$ cat src/rtl/hack_control_unit.sv
// HACK CPU decode / register-file / program-counter stage.
// Two-state fetch/execute sequencer with ROM and RAM wait-state handshakes.
module hack_control_unit #(
  parameter logic [14:0] PC_RESET = 15'd0
) (
  input  logic        clk,
  input  logic        rst_n,
  input  logic [15:0] instr,
  input  logic        instr_valid,
  output logic [14:0] pc,
  output logic [15:0] alu_x,
  output logic [15:0] alu_y,
  output logic        alu_zx,
  output logic        alu_nx,
  output logic        alu_zy,
  output logic        alu_ny,
  output logic        alu_f,
  output logic        alu_no,
  input  logic [15:0] alu_out,
  input  logic        alu_zr,
  input  logic        alu_ng,
  input  logic [15:0] in_m,
  output logic [15:0] out_m,
  output logic [14:0] address_m,
  output logic        write_m,
  input  logic        mem_ready,
  output logic        state
);

  localparam logic [0:0] FETCH = 1'b0;
  localparam logic [0:0] EXEC  = 1'b1;

  logic [15:0] a_reg;
  logic [15:0] d_reg;
  logic [15:0] ir;
  logic [14:0] pc_reg;
  logic [0:0]  state_q;

  logic in_exec;
  logic is_c;
  logic needs_mem;
  logic commit;
  logic jump;

  assign in_exec   = (state_q == EXEC);
  assign is_c      = ir[15];
  assign needs_mem = is_c & (ir[12] | ir[3]);
  // A-instructions and register-only C-instructions never wait on RAM.
  assign commit    = in_exec & (~needs_mem | mem_ready);
  assign jump      = is_c & ((ir[2] & alu_ng) | (ir[1] & alu_zr) | (ir[0] & ~alu_ng & ~alu_zr));

  always_comb begin
    {alu_zx, alu_nx, alu_zy, alu_ny, alu_f, alu_no} = '0;
    if (is_c)
      {alu_zx, alu_nx, alu_zy, alu_ny, alu_f, alu_no} = ir[11:6];
  end

  assign alu_x     = d_reg;
  assign alu_y     = ir[12] ? in_m : a_reg;
  assign out_m     = alu_out;
  assign address_m = a_reg[14:0];
  assign write_m   = in_exec & is_c & ir[3];
  assign pc        = pc_reg;
  assign state     = state_q[0];

  always_ff @(posedge clk or negedge rst_n) begin
    if (!rst_n) begin
      a_reg   <= '0;
      d_reg   <= '0;
      ir      <= '0;
      pc_reg  <= PC_RESET;
      state_q <= FETCH;
    end else begin
      case (state_q)
        FETCH: begin
          if (instr_valid) begin
            ir      <= instr;
            state_q <= EXEC;
          end
        end
        default: begin
          if (commit) begin
            if (!is_c) begin
              a_reg <= ir;
            end else begin
              if (ir[5]) a_reg <= alu_out;
              if (ir[4]) d_reg <= alu_out;
            end
            // Jump target is the A value held before this commit.
            pc_reg  <= jump ? a_reg[14:0] : pc_reg + 15'd1;
            state_q <= FETCH;
          end
        end
      endcase
    end
  end

endmodule

$ cat config.mk
export PLATFORM = sky130hd
export DESIGN_NAME = hack_control_unit
export DESIGN_NICKNAME = d
export VERILOG_FILES = /design/src/rtl/hack_control_unit.sv
export SDC_FILE = /design/constraint.sdc
export NUM_CORES = 1
export LEC_CHECK = 0
export BUFFER_PORTS_ARGS = -buffer_cell sky130_fd_sc_hd__buf_2
export CORE_ASPECT_RATIO = 1.25
export CORE_MARGIN = 3
export CORE_UTILIZATION = 52
export CTS_BUF_LIST = sky130_fd_sc_hd__clkbuf_2
export DETAILED_ROUTE_END_ITERATION = 12
export PLACE_DENSITY_LB_ADDON = 0.08
export SYNTH_ARGS = -nofsm -noshare
export SYNTH_HDL_FRONTEND = slang
export SYNTH_SLANG_ARGS = --single-unit
$ cat constraint.sdc
create_clock -name clk -period 3.2 [get_ports clk]
set_input_delay 0.32 -clock clk [delete_from_list [all_inputs] [get_ports clk]]
set_output_delay 0.32 -clock clk [all_outputs]
set_load 0.02 [all_outputs]
==> impl_metrics.csv <==
group,metric,value,unit
detailed_routing,drtIter0Drc,120,
status,status,"complete, no violations",
clocking,ctsHtreeMaxLevel,3,
synth,synthAdderAreaFrac,0.358,%
synth,synth_compound_area_share,11.0,%
flow_run,cap_violations,0,
place,dp.cells,499,
synth,synth.avg_cell_area,11.0,µm²
critical_path,r2r_slack,1.05,ns
floorplanning,pin_count,140,
detailed_routing,wl_per_cell,16.3,µm
power,p_leak,2.06,nW
clocking,clock-sinks,64,
timing,fmax,429,MHz
synth,ys.flop_type,"dfrtp_1",
layout,drive_gt1_share,47.6,%
detailed_routing,drc,0,
global_routing,grt_pass1_vias,2727,
layout,ff_latch_area,1600,µm²
synth,yosysSeqAreaShare,45.8,%
synth,synth_top_family_by_area,"multiplexers",
floorplanning,start_util,55.3,%
critical_path,critPathLaunchType,"flop",
floorplanning,die_h,97.7,µm
place,place_congestion,0.849,
critical_path,cp_data_arrival_time,2.01,ns
synth,synthCells,318,
timing,tns,0,ns
critical_path,critical_path.endpoint_type,"output pin",
timing,worstMarginPinSlew,0.973,ns
hold_path,hold-path-cell-count,2,
hold_path,whs_endpoint,"ir[11]",
clocking,cts.repair.resized,0,
critical_path,startpoint,"ir[12]",
timing,max_slew_margin,35.1,%
critical_path,path_max_fanout,19,
critical_path,worst_r2r_endpoint,"pc[14]",
floorplanning,core,6330,µm²
layout,nets,484,
layout,area_growth,19.4,%
global_routing,grtUsageTotal,22.3,%
layout,multi_input_area,1550,µm²
place,dpl.hpwl,6.29,mm
synth,synth_area,3500,µm²
timing,fin_crit,2.33,ns
timing,setup_viol,0,
synth,synthArstFlopShare,100,%
critical_path,r2r-start,"ir[12]",
layout,antenna-diode-count,0,
power,ir_worst_vdd,531,µV
place,port_buffers,139,
synth,synthMuxAreaShare,22.3,%
global_routing,grt_pass1_wl,13.6,mm
timing,hold-worst-slack,0.0551,ns
synth,synth-simple-area-share,10.8,%
hold_path,hp-start,"instr[11]",
global_routing,grt_max_degree,44,
synth,yosys_warnings,0,
clocking,cts_tree,"done",
clocking,path_clk_slew,0.18,ns
synth,synth_fp_nets,373,
floorplanning,dieArea,7750,µm²
clocking,ctsRootBufferMaster,"clkbuf_2",
detailed_routing,vias_per_cell,5.36,
critical_path,reg2regPathDepth,4,
critical_path,path_class,"flop to output pin",
timing,finClkSkew,0.0259,ns
synth,synth_edf_count,0,
timing,rsz0062_at_grt,"no",
global_routing,antenna_found_initial,0,
layout,utilization,66.0,%
detailed_routing,routed_wl,8.43,mm
detailed_routing,first_pass_iters,4,
clocking,clkLatencyLatePin,0.48,ns
floorplanning,die_w,79.3,µm
synth,synth_xor_area_share,0,%
synth,synth_seq_cells,64,
layout,stdcell_count,518,
hold_path,min_path_type,"input port to flop",
timing,final-max-slew-violation-count,0,
detailed_routing,num_vias,2776,
clocking,cts_buffer_depth,2,
synth,ys_types,41,
detailed_routing,final_antenna_net_count,0,
floorplanning,row_count,32,
clocking,numCtsBuffers,9,
global_routing,grt-ovfl-total,0,
power,power_density,1100,nW/µm²
timing,period_share,72.8,%
timing,finalHoldViolCount,0,
critical_path,required,2.88,ns
layout,fillers,542,
[metal layers]
metal	wire length, µm	global-route usage, %	part of all wire (%)	vias to the layer above
met5	0	0	0	-
met4	144	8.07	1.7	0
met3	684	6.68	8.1	10
met2	4050	34.6	48	110
met1	3550	29.3	42	1316
li1	-	-	-	1340
[how the worst max path moves through the flow]
stage	slack (ns)	end	cells after the start
4_1_cts	0.87	alu_y[13]	2
3_3_place_gp	1.18	pc[14]	4
6_report	0.87	alu_y[6]	2
2_1_floorplan	1.52	pc[14]	5
5_1_grt	0.76	alu_y[13]	2
3_5_place_dp	1.12	pc[14]	4
[cell usage in the layout, fill, tap and decap left out, drive strengths merged, types with 6 or more instances in the layout]
master and count:
nand2 26, and2 6, mux2i 25, mux2 47, o21ai 26, clkbuf 11
nor3 7, buf 144, a21oi 9, nand3 6, nor2 7, dfrtp 64
[where the power goes]
group          switching [W]  leakage [nW]  internal (W)  total, W
clock network       0.000281        0.0818      0.000259  0.000540
logic                0.00140          1.21      0.000991   0.00240
registers           0.000437         0.767       0.00121   0.00165
total                0.00212          2.06       0.00246   0.00458
[cells in the mapped netlist (3+ instances only)]
cell type,number,area [µm²]
buf_2,11,55.1
nor4_1,3,18.8
and3_1,3,18.8
inv_1,3,11.3
nand4_1,4,25.0
clkbuf_1,3,11.3
and4_1,4,35.0
nor2_1,7,26.3
o21ai_0,14,70.1
a211oi_1,3,22.5
mux2_1,7,78.8
o2bb2ai_1,5,43.8
a2bb2oi_1,4,35.0
dfrtp_1,64,1600
and2_1,6,37.5
buf_4,31,233
nor3_1,7,35.0
o21ai_1,11,55.1
mux2i_1,25,250
mux2_2,40,450
a21oi_1,8,40.0
nand2_1,26,97.6
nand3_1,6,30.0
[through the flow]
stage | power [W] | setup WS [ns] | instance area (µm²)
3_5_place_dp | 0.00407 | 1.12 | 4010
5_1_grt | 0.00489 | 0.760 | 4180
3_3_place_gp | 0.00401 | 1.18 | 4010
4_1_cts | 0.00461 | 0.868 | 4150
2_1_floorplan | 0.00345 | 1.52 | 3500
6_report | 0.00458 | 0.869 | 4180
[area by class of cell]
class	count	share of cell area [%]
timing repair buffer	148	18.5
clock inverter	4	1.68
clock buffer	11	1.32
sequential	64	38.4
inverter	4	0.360
multi-input combinational	202	37.2
tap	85	2.55
[critical path, cell delays in order, from the launching register on]
cell and delay, ns:
dfrtp_1 0.94, mux2_2 0.43, buf_2 0.16
[cell families after synthesis]
kind of cell,count (synthesis)
muxes,72
and+or+nand+nor,71
DFF,64
AOI/OAI and AO/OA,58
buffers and inverters,52
adders and majority gates,1
[repair_timing]
item	CTS	global route
setup buffers	0	0
endpoints found under the hold margin	41	3
hold buffers	1	3
setup endpoints to repair	0	0
Power figures use the tool's default switching activity.
